### src/rtl/dmem_port_arbiter_if.sv
// Bus bundle between the two requesters, the arbiter and the data-memory port.
// The arbiter takes the slave view; whatever drives requests and the memory
// responses (core, loader, memory model) takes the master view.
interface dmem_port_arbiter_if #(
  parameter int DATA_WIDTH      = 32,
  parameter int ADDRESS_BITS    = 32,
  parameter int MAX_OUTSTANDING = 4
);
  localparam int BW = DATA_WIDTH / 8;
  localparam int CW = $clog2(MAX_OUTSTANDING) + 1;

  // requester 0 (core)
  logic                    r0_read;
  logic                    r0_write;
  logic [BW-1:0]           r0_byte_en;
  logic [ADDRESS_BITS-1:0] r0_address_in;
  logic [DATA_WIDTH-1:0]   r0_data_in;
  logic                    r0_ready;
  logic                    r0_valid;
  logic [DATA_WIDTH-1:0]   r0_data_out;
  logic [ADDRESS_BITS-1:0] r0_address_out;

  // requester 1 (host/loader)
  logic                    r1_read;
  logic                    r1_write;
  logic [BW-1:0]           r1_byte_en;
  logic [ADDRESS_BITS-1:0] r1_address_in;
  logic [DATA_WIDTH-1:0]   r1_data_in;
  logic                    r1_ready;
  logic                    r1_valid;
  logic [DATA_WIDTH-1:0]   r1_data_out;
  logic [ADDRESS_BITS-1:0] r1_address_out;

  // shared memory port
  logic                    mem_read;
  logic                    mem_write;
  logic [BW-1:0]           mem_byte_en;
  logic [ADDRESS_BITS-1:0] mem_address_in;
  logic [DATA_WIDTH-1:0]   mem_data_in;
  logic                    mem_ready;
  logic                    mem_valid;
  logic [DATA_WIDTH-1:0]   mem_data_out;
  logic [ADDRESS_BITS-1:0] mem_address_out;

  // status
  logic [CW-1:0]           outstanding;
  logic                    resp_error;

  modport slave (
    input  r0_read, r0_write, r0_byte_en, r0_address_in, r0_data_in,
    output r0_ready, r0_valid, r0_data_out, r0_address_out,
    input  r1_read, r1_write, r1_byte_en, r1_address_in, r1_data_in,
    output r1_ready, r1_valid, r1_data_out, r1_address_out,
    output mem_read, mem_write, mem_byte_en, mem_address_in, mem_data_in,
    input  mem_ready, mem_valid, mem_data_out, mem_address_out,
    output outstanding, resp_error
  );

  modport master (
    output r0_read, r0_write, r0_byte_en, r0_address_in, r0_data_in,
    input  r0_ready, r0_valid, r0_data_out, r0_address_out,
    output r1_read, r1_write, r1_byte_en, r1_address_in, r1_data_in,
    input  r1_ready, r1_valid, r1_data_out, r1_address_out,
    input  mem_read, mem_write, mem_byte_en, mem_address_in, mem_data_in,
    output mem_ready, mem_valid, mem_data_out, mem_address_out,
    input  outstanding, resp_error
  );
endinterface

### src/rtl/dmem_port_arbiter.sv
// Round-robin arbiter sharing one data-memory port between the core (r0) and
// the host/loader (r1). Requests and responses pass through combinationally;
// a small tag FIFO remembers which requester owns each in-flight read so the
// in-order responses can be steered back to the right side.
module dmem_port_arbiter #(
  parameter int DATA_WIDTH      = 32,
  parameter int ADDRESS_BITS    = 32,
  parameter int MAX_OUTSTANDING = 4
) (
  input logic                   clk,
  input logic                   rst,
  dmem_port_arbiter_if.slave    bus
);
  localparam int PW = $clog2(MAX_OUTSTANDING);
  localparam int CW = PW + 1;

  logic                       last_grant;
  logic                       resp_error_q;
  logic [CW-1:0]              count;
  logic [PW-1:0]              wr_ptr;
  logic [PW-1:0]              rd_ptr;
  logic [MAX_OUTSTANDING-1:0] tags;

  logic full, empty;
  logic rd0, rd1, elig0, elig1;
  logic win_valid, win_id, accept, push, pop, head;

  assign full  = (count == CW'(MAX_OUTSTANDING));
  assign empty = (count == '0);

  // A request with both strobes set is a write; reads need a free tag slot.
  // Full is judged on the registered count, so a same-cycle pop does not help.
  assign rd0   = bus.r0_read & ~bus.r0_write;
  assign rd1   = bus.r1_read & ~bus.r1_write;
  assign elig0 = ~rst & (bus.r0_write | (bus.r0_read & ~full));
  assign elig1 = ~rst & (bus.r1_write | (bus.r1_read & ~full));

  // Pick the winner: a lone eligible requester wins, contention goes to the
  // requester that was not granted last.
  // NOTE: every output of an always_comb gets a value on every path (here via
  // the first assignments), otherwise synthesis infers a latch.
  always_comb begin
    win_valid = elig0 | elig1;
    win_id    = elig1;
    if (elig0 && elig1) win_id = ~last_grant;
  end

  // Drive the memory request from the winner, all zero when nobody wins.
  always_comb begin
    bus.mem_read       = 1'b0;
    bus.mem_write      = 1'b0;
    bus.mem_byte_en    = '0;
    bus.mem_address_in = '0;
    bus.mem_data_in    = '0;
    if (win_valid) begin
      if (win_id) begin
        bus.mem_read       = rd1;
        bus.mem_write      = bus.r1_write;
        bus.mem_byte_en    = bus.r1_byte_en;
        bus.mem_address_in = bus.r1_address_in;
        bus.mem_data_in    = bus.r1_data_in;
      end else begin
        bus.mem_read       = rd0;
        bus.mem_write      = bus.r0_write;
        bus.mem_byte_en    = bus.r0_byte_en;
        bus.mem_address_in = bus.r0_address_in;
        bus.mem_data_in    = bus.r0_data_in;
      end
    end
  end

  assign accept       = win_valid & bus.mem_ready;
  assign bus.r0_ready = accept & ~win_id;
  assign bus.r1_ready = accept & win_id;
  assign push         = accept & (win_id ? rd1 : rd0);

  // Response steering: the FIFO head names the owner of the next response.
  assign head         = tags[rd_ptr];
  assign pop          = ~rst & bus.mem_valid & ~empty;
  assign bus.r0_valid = pop & ~head;
  assign bus.r1_valid = pop & head;

  assign bus.r0_data_out    = bus.mem_data_out;
  assign bus.r1_data_out    = bus.mem_data_out;
  assign bus.r0_address_out = bus.mem_address_out;
  assign bus.r1_address_out = bus.mem_address_out;

  assign bus.outstanding = count;
  assign bus.resp_error  = resp_error_q;

  // Arbitration history, FIFO pointers, occupancy and the stray-response flag.
  // NOTE: sequential state uses non-blocking assignments so every register
  // samples pre-edge values regardless of statement order.
  always_ff @(posedge clk or posedge rst) begin
    if (rst) begin
      last_grant   <= 1'b1;
      resp_error_q <= 1'b0;
      count        <= '0;
      wr_ptr       <= '0;
      rd_ptr       <= '0;
    end else begin
      if (accept) last_grant <= win_id;
      if (push)   wr_ptr     <= wr_ptr + PW'(1);
      if (pop)    rd_ptr     <= rd_ptr + PW'(1);
      count <= count + CW'(push) - CW'(pop);
      if (bus.mem_valid && empty) resp_error_q <= 1'b1;
    end
  end

  // Tag storage: owner of each accepted read, written at the tail.
  // NOTE: the storage itself is not reset; emptiness is defined by the reset
  // pointers and count, so stale entries are never observed.
  always_ff @(posedge clk) begin
    if (push) tags[wr_ptr] <= win_id;
  end
endmodule

### src/flat_wrapper.sv
// flat-port wrapper written by rule: the top's interface ports become plain ports
module dmem_port_arbiter_flat 
#(
  parameter int DATA_WIDTH      = 32,
  parameter int ADDRESS_BITS    = 32,
  parameter int MAX_OUTSTANDING = 4
)
  (clk, rst, bus_r0_read, bus_r0_write, bus_r0_byte_en, bus_r0_address_in, bus_r0_data_in, bus_r0_ready, bus_r0_valid, bus_r0_data_out, bus_r0_address_out, bus_r1_read, bus_r1_write, bus_r1_byte_en, bus_r1_address_in, bus_r1_data_in, bus_r1_ready, bus_r1_valid, bus_r1_data_out, bus_r1_address_out, bus_mem_read, bus_mem_write, bus_mem_byte_en, bus_mem_address_in, bus_mem_data_in, bus_mem_ready, bus_mem_valid, bus_mem_data_out, bus_mem_address_out, bus_outstanding, bus_resp_error);
  dmem_port_arbiter_if #(.DATA_WIDTH(DATA_WIDTH), .ADDRESS_BITS(ADDRESS_BITS), .MAX_OUTSTANDING(MAX_OUTSTANDING)) bus_i ();
  input logic clk;
  input logic rst;
  input wire logic [$bits(bus_i.r0_read)-1:0] bus_r0_read;
  input wire logic [$bits(bus_i.r0_write)-1:0] bus_r0_write;
  input wire logic [$bits(bus_i.r0_byte_en)-1:0] bus_r0_byte_en;
  input wire logic [$bits(bus_i.r0_address_in)-1:0] bus_r0_address_in;
  input wire logic [$bits(bus_i.r0_data_in)-1:0] bus_r0_data_in;
  output wire logic [$bits(bus_i.r0_ready)-1:0] bus_r0_ready;
  output wire logic [$bits(bus_i.r0_valid)-1:0] bus_r0_valid;
  output wire logic [$bits(bus_i.r0_data_out)-1:0] bus_r0_data_out;
  output wire logic [$bits(bus_i.r0_address_out)-1:0] bus_r0_address_out;
  input wire logic [$bits(bus_i.r1_read)-1:0] bus_r1_read;
  input wire logic [$bits(bus_i.r1_write)-1:0] bus_r1_write;
  input wire logic [$bits(bus_i.r1_byte_en)-1:0] bus_r1_byte_en;
  input wire logic [$bits(bus_i.r1_address_in)-1:0] bus_r1_address_in;
  input wire logic [$bits(bus_i.r1_data_in)-1:0] bus_r1_data_in;
  output wire logic [$bits(bus_i.r1_ready)-1:0] bus_r1_ready;
  output wire logic [$bits(bus_i.r1_valid)-1:0] bus_r1_valid;
  output wire logic [$bits(bus_i.r1_data_out)-1:0] bus_r1_data_out;
  output wire logic [$bits(bus_i.r1_address_out)-1:0] bus_r1_address_out;
  output wire logic [$bits(bus_i.mem_read)-1:0] bus_mem_read;
  output wire logic [$bits(bus_i.mem_write)-1:0] bus_mem_write;
  output wire logic [$bits(bus_i.mem_byte_en)-1:0] bus_mem_byte_en;
  output wire logic [$bits(bus_i.mem_address_in)-1:0] bus_mem_address_in;
  output wire logic [$bits(bus_i.mem_data_in)-1:0] bus_mem_data_in;
  input wire logic [$bits(bus_i.mem_ready)-1:0] bus_mem_ready;
  input wire logic [$bits(bus_i.mem_valid)-1:0] bus_mem_valid;
  input wire logic [$bits(bus_i.mem_data_out)-1:0] bus_mem_data_out;
  input wire logic [$bits(bus_i.mem_address_out)-1:0] bus_mem_address_out;
  output wire logic [$bits(bus_i.outstanding)-1:0] bus_outstanding;
  output wire logic [$bits(bus_i.resp_error)-1:0] bus_resp_error;
  assign bus_i.r0_read = bus_r0_read;
  assign bus_i.r0_write = bus_r0_write;
  assign bus_i.r0_byte_en = bus_r0_byte_en;
  assign bus_i.r0_address_in = bus_r0_address_in;
  assign bus_i.r0_data_in = bus_r0_data_in;
  assign bus_r0_ready = bus_i.r0_ready;
  assign bus_r0_valid = bus_i.r0_valid;
  assign bus_r0_data_out = bus_i.r0_data_out;
  assign bus_r0_address_out = bus_i.r0_address_out;
  assign bus_i.r1_read = bus_r1_read;
  assign bus_i.r1_write = bus_r1_write;
  assign bus_i.r1_byte_en = bus_r1_byte_en;
  assign bus_i.r1_address_in = bus_r1_address_in;
  assign bus_i.r1_data_in = bus_r1_data_in;
  assign bus_r1_ready = bus_i.r1_ready;
  assign bus_r1_valid = bus_i.r1_valid;
  assign bus_r1_data_out = bus_i.r1_data_out;
  assign bus_r1_address_out = bus_i.r1_address_out;
  assign bus_mem_read = bus_i.mem_read;
  assign bus_mem_write = bus_i.mem_write;
  assign bus_mem_byte_en = bus_i.mem_byte_en;
  assign bus_mem_address_in = bus_i.mem_address_in;
  assign bus_mem_data_in = bus_i.mem_data_in;
  assign bus_i.mem_ready = bus_mem_ready;
  assign bus_i.mem_valid = bus_mem_valid;
  assign bus_i.mem_data_out = bus_mem_data_out;
  assign bus_i.mem_address_out = bus_mem_address_out;
  assign bus_outstanding = bus_i.outstanding;
  assign bus_resp_error = bus_i.resp_error;
  dmem_port_arbiter #(.DATA_WIDTH(DATA_WIDTH), .ADDRESS_BITS(ADDRESS_BITS), .MAX_OUTSTANDING(MAX_OUTSTANDING)) u_core (.clk(clk), .rst(rst), .bus(bus_i));
endmodule
### config.mk
export PLATFORM = sky130hd
export DESIGN_NAME = dmem_port_arbiter_flat
export DESIGN_NICKNAME = d
export VERILOG_FILES = /design/src/rtl/dmem_port_arbiter_if.sv /design/src/rtl/dmem_port_arbiter.sv /design/src/flat_wrapper.sv
export SDC_FILE = /design/constraint.sdc
export NUM_CORES = 1
export LEC_CHECK = 0
export CORE_AREA = 2 2 160 162
export CTS_BUF_LIST = sky130_fd_sc_hd__clkbuf_8
export DETAILED_ROUTE_END_ITERATION = 16
export DIE_AREA = 0 0 162 164
export GPL_ROUTABILITY_DRIVEN = 0
export PLACE_DENSITY = 0.56
export SLEW_MARGIN = 20
export SYNTH_ARGS = -nofsm -noshare
export SYNTH_HDL_FRONTEND = slang
export SYNTH_SLANG_ARGS = --single-unit
### constraint.sdc
create_clock -name clk -period 2.33 [get_ports clk]
set_clock_uncertainty 0.2 [all_clocks]
set_input_delay 0.466 -clock clk [delete_from_list [all_inputs] [get_ports clk]]
set_output_delay 0.466 -clock clk [all_outputs]
set_load 0.02 [all_outputs]
==> flow_metrics.env, run 1 <==
export IMPL_hold_viol_final=0
export IMPL_die_w_um=162
export IMPL_synthCells=438
export IMPL_route_detailed_drc=0
export IMPL_clock_power_share_pct=3.8
export IMPL_p_leak_nw=2.722
export IMPL_fin_util_pct=31.46
export IMPL_seq_area_frac_synth_pct=11.73
export IMPL_numCtsBuffers=3
export IMPL_antenna_cells=0
export IMPL_max_stage_delay_ns=0.44
export IMPL_synth_top_cell_area_share_pct=32.53
export IMPL_dieArea_um2=26570
export IMPL_max_vdd_ir_drop_mv=0.3394
export IMPL_period_share_pct=120.8
export IMPL_power_density_nw_per_um2=666.4
export IMPL_yosysUniqueCellTypes=39
export IMPL_rows=58
export IMPL_min_path_type="register to register"
export IMPL_initial_core_util_pct=11.90
export IMPL_finalPower_w=0.005203
export IMPL_syn_avg_cell_area_um2=6.744
export IMPL_rrSetupSlack_ns=-0.21
export IMPL_endpoint="bus_mem_data_in[0]"
export IMPL_cts_clk_slew_worst_paths_ns=0.06
export IMPL_cp_max_fo=5
export IMPL_setup_ws_ns=-0.4840
export IMPL_drtIter0Drc=98
export IMPL_violations="setup timing"
export IMPL_die_h_um=164
export IMPL_drt_total_wl_um=17180
export IMPL_syn_area_um2=2954
export IMPL_nets=835
export IMPL_status="finished with violations"
export IMPL_combPwrFrac_pct=88.6
export IMPL_power_switching_w=0.002383
export IMPL_h_tree_depth=1
export IMPL_yosys_area_top_type="buf_4"
export IMPL_drv_cap=0
export IMPL_grt_overflow_total=0
export IMPL_setup_tns_ns=-30.39
export IMPL_synth_edf_count=4
export IMPL_rr_endpoint="u_core.bus.outstanding[2]"
export IMPL_cp_slowest_cell="or3b_4"
export IMPL_area_growth_pct=164.3
export IMPL_worst_endpoint_required_ns=1.66
export IMPL_finalHoldWorstSlack_ns=0.2514
export IMPL_worstPathCellList="or3b_4 > buf_6 > o211ai_4 > buf_12 > buf_16 > buf_12 > buf_6 > a21oi_2 > buf_6"
export IMPL_cp_arrival_ns=2.15
export IMPL_r2r_cells=11
export IMPL_ys_flop_type="dfrtp_1"
export IMPL_grt_pass1_vias=4098
export IMPL_synth_most_common_cell="buf_4"
export IMPL_worstHoldStart="u_core.bus.resp_error"
export IMPL_clk_latency_ns=0.24
export IMPL_grt_setup_unrepaired="yes"
export IMPL_path_class="register to primary output"
export IMPL_hpwl_um=10860
export IMPL_synthTopCellsByArea="buf_4 33%, a21oi_1 12%, nand3_1 12%, o21ai_0 10%, dfrtp_1 6.8%"
export IMPL_ioPinCount=414
export IMPL_hold_depth=1
export IMPL_synth_nets=653
export IMPL_slew_violations=0
export IMPL_maxSlewHeadroom_pct=73.53
export IMPL_antenna_found_initial=0
export IMPL_place_port_buffers=221
export IMPL_cp_common_cell="buf_6"
export IMPL_ant_nets=0
export IMPL_fin_crit_ns=2.814
export IMPL_tightest_slew_ns=0.3928
export IMPL_design_core_area_um2=24820
export IMPL_grt_use_total_pct=12.09
export IMPL_seqPwrFrac_pct=7.5
export IMPL_cp_start_kind="register"
export IMPL_end_kind="primary output"
export IMPL_critPathLaunch="u_core.bus.outstanding[0]"
export IMPL_fin_cells=949
export IMPL_ys_ff_latch=13
export IMPL_p_sw_share_pct=45.80
export IMPL_finalSetupViolCount=74
export IMPL_cts_tree="done"
export IMPL_wl_per_cell_um=18.10
export IMPL_grt_max_degree=40
export IMPL_yosysWarnings=0
export IMPL_placedCellCount=895
export IMPL_yosys_top_cells_count="128 x buf_4, 69 x a21oi_1, 69 x nand3_1, 59 x o21ai_0, 25 x clkbuf_1"
export IMPL_max_freq_mhz=355.4
export IMPL_ctsLongestPathBuffers=2
export IMPL_grt_pass1_wl_um=24550
export IMPL_synth_async_reset_ratio_pct=69.23
export IMPL_dr_pass1_iters=4
export IMPL_via_per_inst=4.044
export IMPL_reg2reg_from="u_core.bus.outstanding[2]"
export IMPL_via_count=3838
export IMPL_clockRootBuffer="clkbuf_8"
export IMPL_drive_gt1_share_pct=64.62
export IMPL_clock_sinks=13
export IMPL_internal_power_w=0.002820
==> sequential cells by signal, summed over array words and instances (netlist names) <==
| signal | count |
|---|---|
| u_core.bus.outstanding | 3 |
| u_core.bus.resp_error | 1 |
| u_core.last_grant | 1 |
| u_core.rd_ptr | 2 |
| u_core.tags | 4 |
| u_core.wr_ptr | 2 |
==> layout make-up <==
class	instances	area, um2
multi-input combinational	252	3064
fill	2532	17010
clock inverter	1	3.754
timing repair buffer	342	3901
sequential	13	350.3
clock buffer	3	41.29
inverter	8	33.78
tap	330	412.9
==> what timing repair did <==
item | 4_1_cts | 5_1_grt
endpoints found under the hold margin | 0 | 0
gates resized for setup | 544 | 112
gates cloned | 13 | 1
pin swaps | 43 | 53
endpoints found under the setup margin | 83 | 76
hold buffers | 0 | 0
setup buffers | 37 | 6
==> kinds of logic (layout without fill, tap and decap cells) <==
family / Yosys count / in the layout / synth area share, %
buffers and inverters: 173 / 354 / 39.18
AOI/OAI and AO/OA: 150 / 150 / 27.40
and+or+nand+nor: 88 / 88 / 15.84
DFF: 13 / 13 / 11.73
adders and majority gates: 7 / 7 / 3.219
xor gates and xnor gates: 5 / 5 / 1.482
muxes: 2 / 2 / 1.144
==> how the worst min path moves through the flow <==
stage                                 end  slack [ns]
floorplan           u_core.bus.resp_error        0.07
global placement    u_core.bus.resp_error        0.24
detailed placement  u_core.bus.resp_error        0.24
CTS                 u_core.bus.resp_error        0.26
global route        u_core.bus.resp_error        0.27
finish              u_core.bus.resp_error        0.25
==> layer usage <==
| layer | GRT usage (%) | vias to the layer above | share of wire, % |
|---|---|---|---|
| met1 | 13.36 | 1815 | 36 |
| met5 | 0 | - | 0 |
| met2 | 23.06 | 185 | 53 |
| met4 | 4.505 | 0 | 3.5 |
| li1 | - | 1778 | - |
| met3 | 2.020 | 60 | 6.5 |
==> stage by stage <==
stage	setup slack (ns)	instance area, um2
floorplan	-0.1192	3784
global placement	-1.070	6036
detailed placement	-1.063	6036
CTS	-0.4976	7315
global route	-0.5570	7807
finish	-0.4840	7807
==> placed cells by master (no fill, tap or decap), drive strengths merged <==
master         netlist  final
nand4                1      1
clkdlybuf4s50        0    142
or3b                 1      1
mux4                 1      1
nor2b                2      2
or4                  1      1
clkdlybuf4s15        0      2
mux2                 1      1
a31oi                3      3
dfrtp                8      8
xor2                 1      1
dlygate4sd2          0      3
o211ai               1      1
ha                   6      6
a21boi               1      1
or2                  1      1
edfxtp               4      4
a31o                 1      1
a21oi               69     69
a21o                 2      2
nor2                 2      2
nor3                 2      2
buf                140    193
nand2                1      1
and2                 5      5
xnor2                4      4
and3                 1      1
clkinvlp             0      1
o21ai               70     70
inv                  8      8
clkbuf              25      4
nand3               69     69
nor3b                1      1
o2111ai              1      1
dfstp                1      1
o21a                 2      2
nor4b                1      1
bufbuf               0      1
fa                   1      1
==> worst max-delay path: cells and delay by family (launching register included) <==
family          cells  cell delay (ns)
buf+inv             6             0.78
simple gates        1             0.44
flops               1             0.41
compound gates      2             0.27
==> power groups by stage <==
stage	Sequential, W	Clock (W)	Combinational, W
6_report	0.000392	0.000200	0.00461
5_1_grt	0.000403	0.000220	0.00490
3_5_place_dp	0.000395	0	0.00299
3_3_place_gp	0.000396	0	0.00299
4_1_cts	0.000391	0.000205	0.00438
2_1_floorplan	0.000458	0	0.00186
(Power assumes the default switching activity.)
==> run 2, diff against run 1 <==
- GPL_TIMING_DRIVEN: default -> 0
==> run 2 against run 1 <==
Against the previous run:
- the run still ends with setup timing left
- register-to-register slack hardly changed
- core utilization increased by 7.7 points
- setup slack improved by 0.030 ns
- clock power about the same
- fmax is 1.1% higher
- final area is 25% higher
- largest cell class unchanged
- largest power group unchanged
==> flow_metrics.env, run 2 (same netlist as run 1, synthesis figures left out) <==
export IMPL_p_leak_nw=3.717
export IMPL_h_tree_depth=1
export IMPL_tightest_slew_ns=0.5931
export IMPL_max_stage_delay_ns=0.44
export IMPL_wl_per_cell_um=16.62
export IMPL_min_path_type="register to register"
export IMPL_design_core_area_um2=24820
export IMPL_finalHoldWorstSlack_ns=0.2634
export IMPL_grt_setup_unrepaired="yes"
export IMPL_rr_endpoint="u_core.bus.outstanding[2]"
export IMPL_mostFrequentLayoutCells="270 x clkdlybuf4s50_1, 160 x buf_4, 74 x buf_6"
export IMPL_drt_total_wl_um=19570
export IMPL_reg2reg_from="u_core.bus.outstanding[2]"
export IMPL_ctsLongestPathBuffers=2
export IMPL_grt_overflow_total=0
export IMPL_grt_pass1_vias=4829
export IMPL_grt_max_degree=12
export IMPL_final_fill_count=2432
export IMPL_cp_start_kind="register"
export IMPL_cts_tree="done"
export IMPL_dr_pass1_iters=4
export IMPL_cp_arrival_ns=2.12
export IMPL_nets=1063
export IMPL_drv_cap=0
export IMPL_dieArea_um2=26570
export IMPL_cp_max_fo=5
export IMPL_initial_core_util_pct=11.90
export IMPL_max_vdd_ir_drop_mv=0.3696
export IMPL_ctsHoldBuffers=0
export IMPL_hold_depth=1
export IMPL_clock_sinks=13
export IMPL_worst_endpoint_required_ns=1.66
export IMPL_place_ws_ns=-1.867
export IMPL_final_cell_area_um2=9731
export IMPL_clockRootBuffer="clkbuf_8"
export IMPL_multiInputGateArea_um2=2930
export IMPL_fin_util_pct=39.21
export IMPL_seq_area_um2=350.3
export IMPL_slew_violations=0
export IMPL_ioPinCount=414
export IMPL_setup_ws_ns=-0.4543
export IMPL_combPwrFrac_pct=89.2
export IMPL_regMostFlops="u_core.tags"
export IMPL_numCtsBuffers=3
export IMPL_r2r_cells=10
export IMPL_status="finished with violations"
export IMPL_grt_use_total_pct=13.22
export IMPL_cts_clk_slew_worst_paths_ns=0.06
export IMPL_clock_power_share_pct=3.6
export IMPL_hpwl_um=14580
export IMPL_place_port_buffers=349
export IMPL_seqPwrFrac_pct=7.2
export IMPL_layout_commonest_cell="clkdlybuf4s50_1"
export IMPL_fin_crit_ns=2.784
export IMPL_finalSetupViolCount=74
export IMPL_maxSlewHeadroom_pct=60.04
export IMPL_ant_nets=0
export IMPL_area_growth_pct=229.4
export IMPL_hold_end="u_core.bus.resp_error"
export IMPL_rows=58
export IMPL_power_switching_w=0.002498
export IMPL_power_density_nw_per_um2=571.3
export IMPL_die_h_um=164
export IMPL_max_freq_mhz=359.2
export IMPL_die_w_um=162
export IMPL_internal_power_w=0.003062
export IMPL_cp_common_cell="clkbuf_16"
export IMPL_violations="setup timing"
export IMPL_place_area_um2=7694
export IMPL_drive_gt1_share_pct=57.73
export IMPL_finalPower_w=0.005559
export IMPL_worstHoldStart="u_core.bus.resp_error"
export IMPL_route_detailed_drc=0
export IMPL_drtIter0Drc=117
export IMPL_hold_viol_final=0
export IMPL_clk_latency_ns=0.24
export IMPL_via_per_inst=3.900
export IMPL_rrSetupSlack_ns=-0.21
export IMPL_via_count=4594
export IMPL_end_kind="primary output"
export IMPL_cp_slowest_cell="or3b_4"
export IMPL_largest_register_ffs=4
export IMPL_worstPathCellList="or3b_4 > a31o_4 > clkbuf_16 > clkbuf_16 > o21ai_4 > a21oi_4 > buf_6"
export IMPL_p_sw_share_pct=44.93
export IMPL_path_class="register to primary output"
export IMPL_grt_pass1_wl_um=27400
export IMPL_period_share_pct=119.5
export IMPL_antenna_found_initial=1
==> run 2: worst max-delay path: cells and delay by family (launching register included) <==
family	cells	cell delay, ns
AOI/OAI and AO/OA	3	0.52
buffers and inverters	3	0.48
and+or+nand+nor	1	0.44
DFF	1	0.41
==> run 2: final cells by class <==
| cell class | instances | area share (%) |
|---|---|---|
| Clock buffer | 3 | 0.4243 |
| Tap cell | 330 | 4.243 |
| Sequential cell | 13 | 3.600 |
| Buffer | 160 | 15.61 |
| Inverter | 8 | 0.3472 |
| Multi-Input combinational cell | 252 | 30.11 |
| Timing Repair Buffer | 410 | 45.60 |
| Antenna cell | 1 | 0.02572 |
| Clock inverter | 1 | 0.03858 |
==> run 2: repair_timing <==
| item | CTS | global route |
|---|---|---|
| buffers inserted | 34 | 12 |
| pin swaps | 43 | 30 |
| gates cloned | 14 | 2 |
| setup endpoints to repair | 80 | 77 |
| resized for setup | 605 | 94 |
==> run 2: stage by stage <==
stage | std cells | TNS, ns
floorplan | 438 | -6.424
global placement | 1117 | -136.89
detailed placement | 1117 | -120.53
CTS | 1166 | -30.64
global route | 1177 | -34.00
finish | 1178 | -29.38
==> run 2: how the worst max path moves through the flow <==
stage | startpoint | to | slack (ns)
floorplan | u_core.bus.outstanding[1] | bus_mem_data_in[21] | -0.12
global placement | bus_r1_write | bus_mem_byte_en[3] | -2.09
detailed placement | bus_r1_write | bus_mem_byte_en[3] | -1.87
CTS | u_core.bus.outstanding[1] | bus_mem_data_in[30] | -0.49
global route | u_core.bus.outstanding[0] | bus_mem_byte_en[0] | -0.53
finish | u_core.bus.outstanding[0] | bus_mem_address_in[22] | -0.45
==> run 2: power by group through the flow <==
stage	clock network, W	registers [W]	logic, W
5_1_grt	0.000220	0.000416	0.00524
3_5_place_dp	0	0.000437	0.00320
3_3_place_gp	0	0.000434	0.00318
4_1_cts	0.000208	0.000402	0.00466
6_report	0.000200	0.000402	0.00496
2_1_floorplan	0	0.000458	0.00186
==> run 2: layer usage <==
layer  up-vias  track usage (%)  routed length [um]
li1       2230                -                   -
met2       237            25.80               10500
met3         6            2.677                1486
met1      2121            15.33                7496
met5         -                0                   0
met4         0            1.126                  95
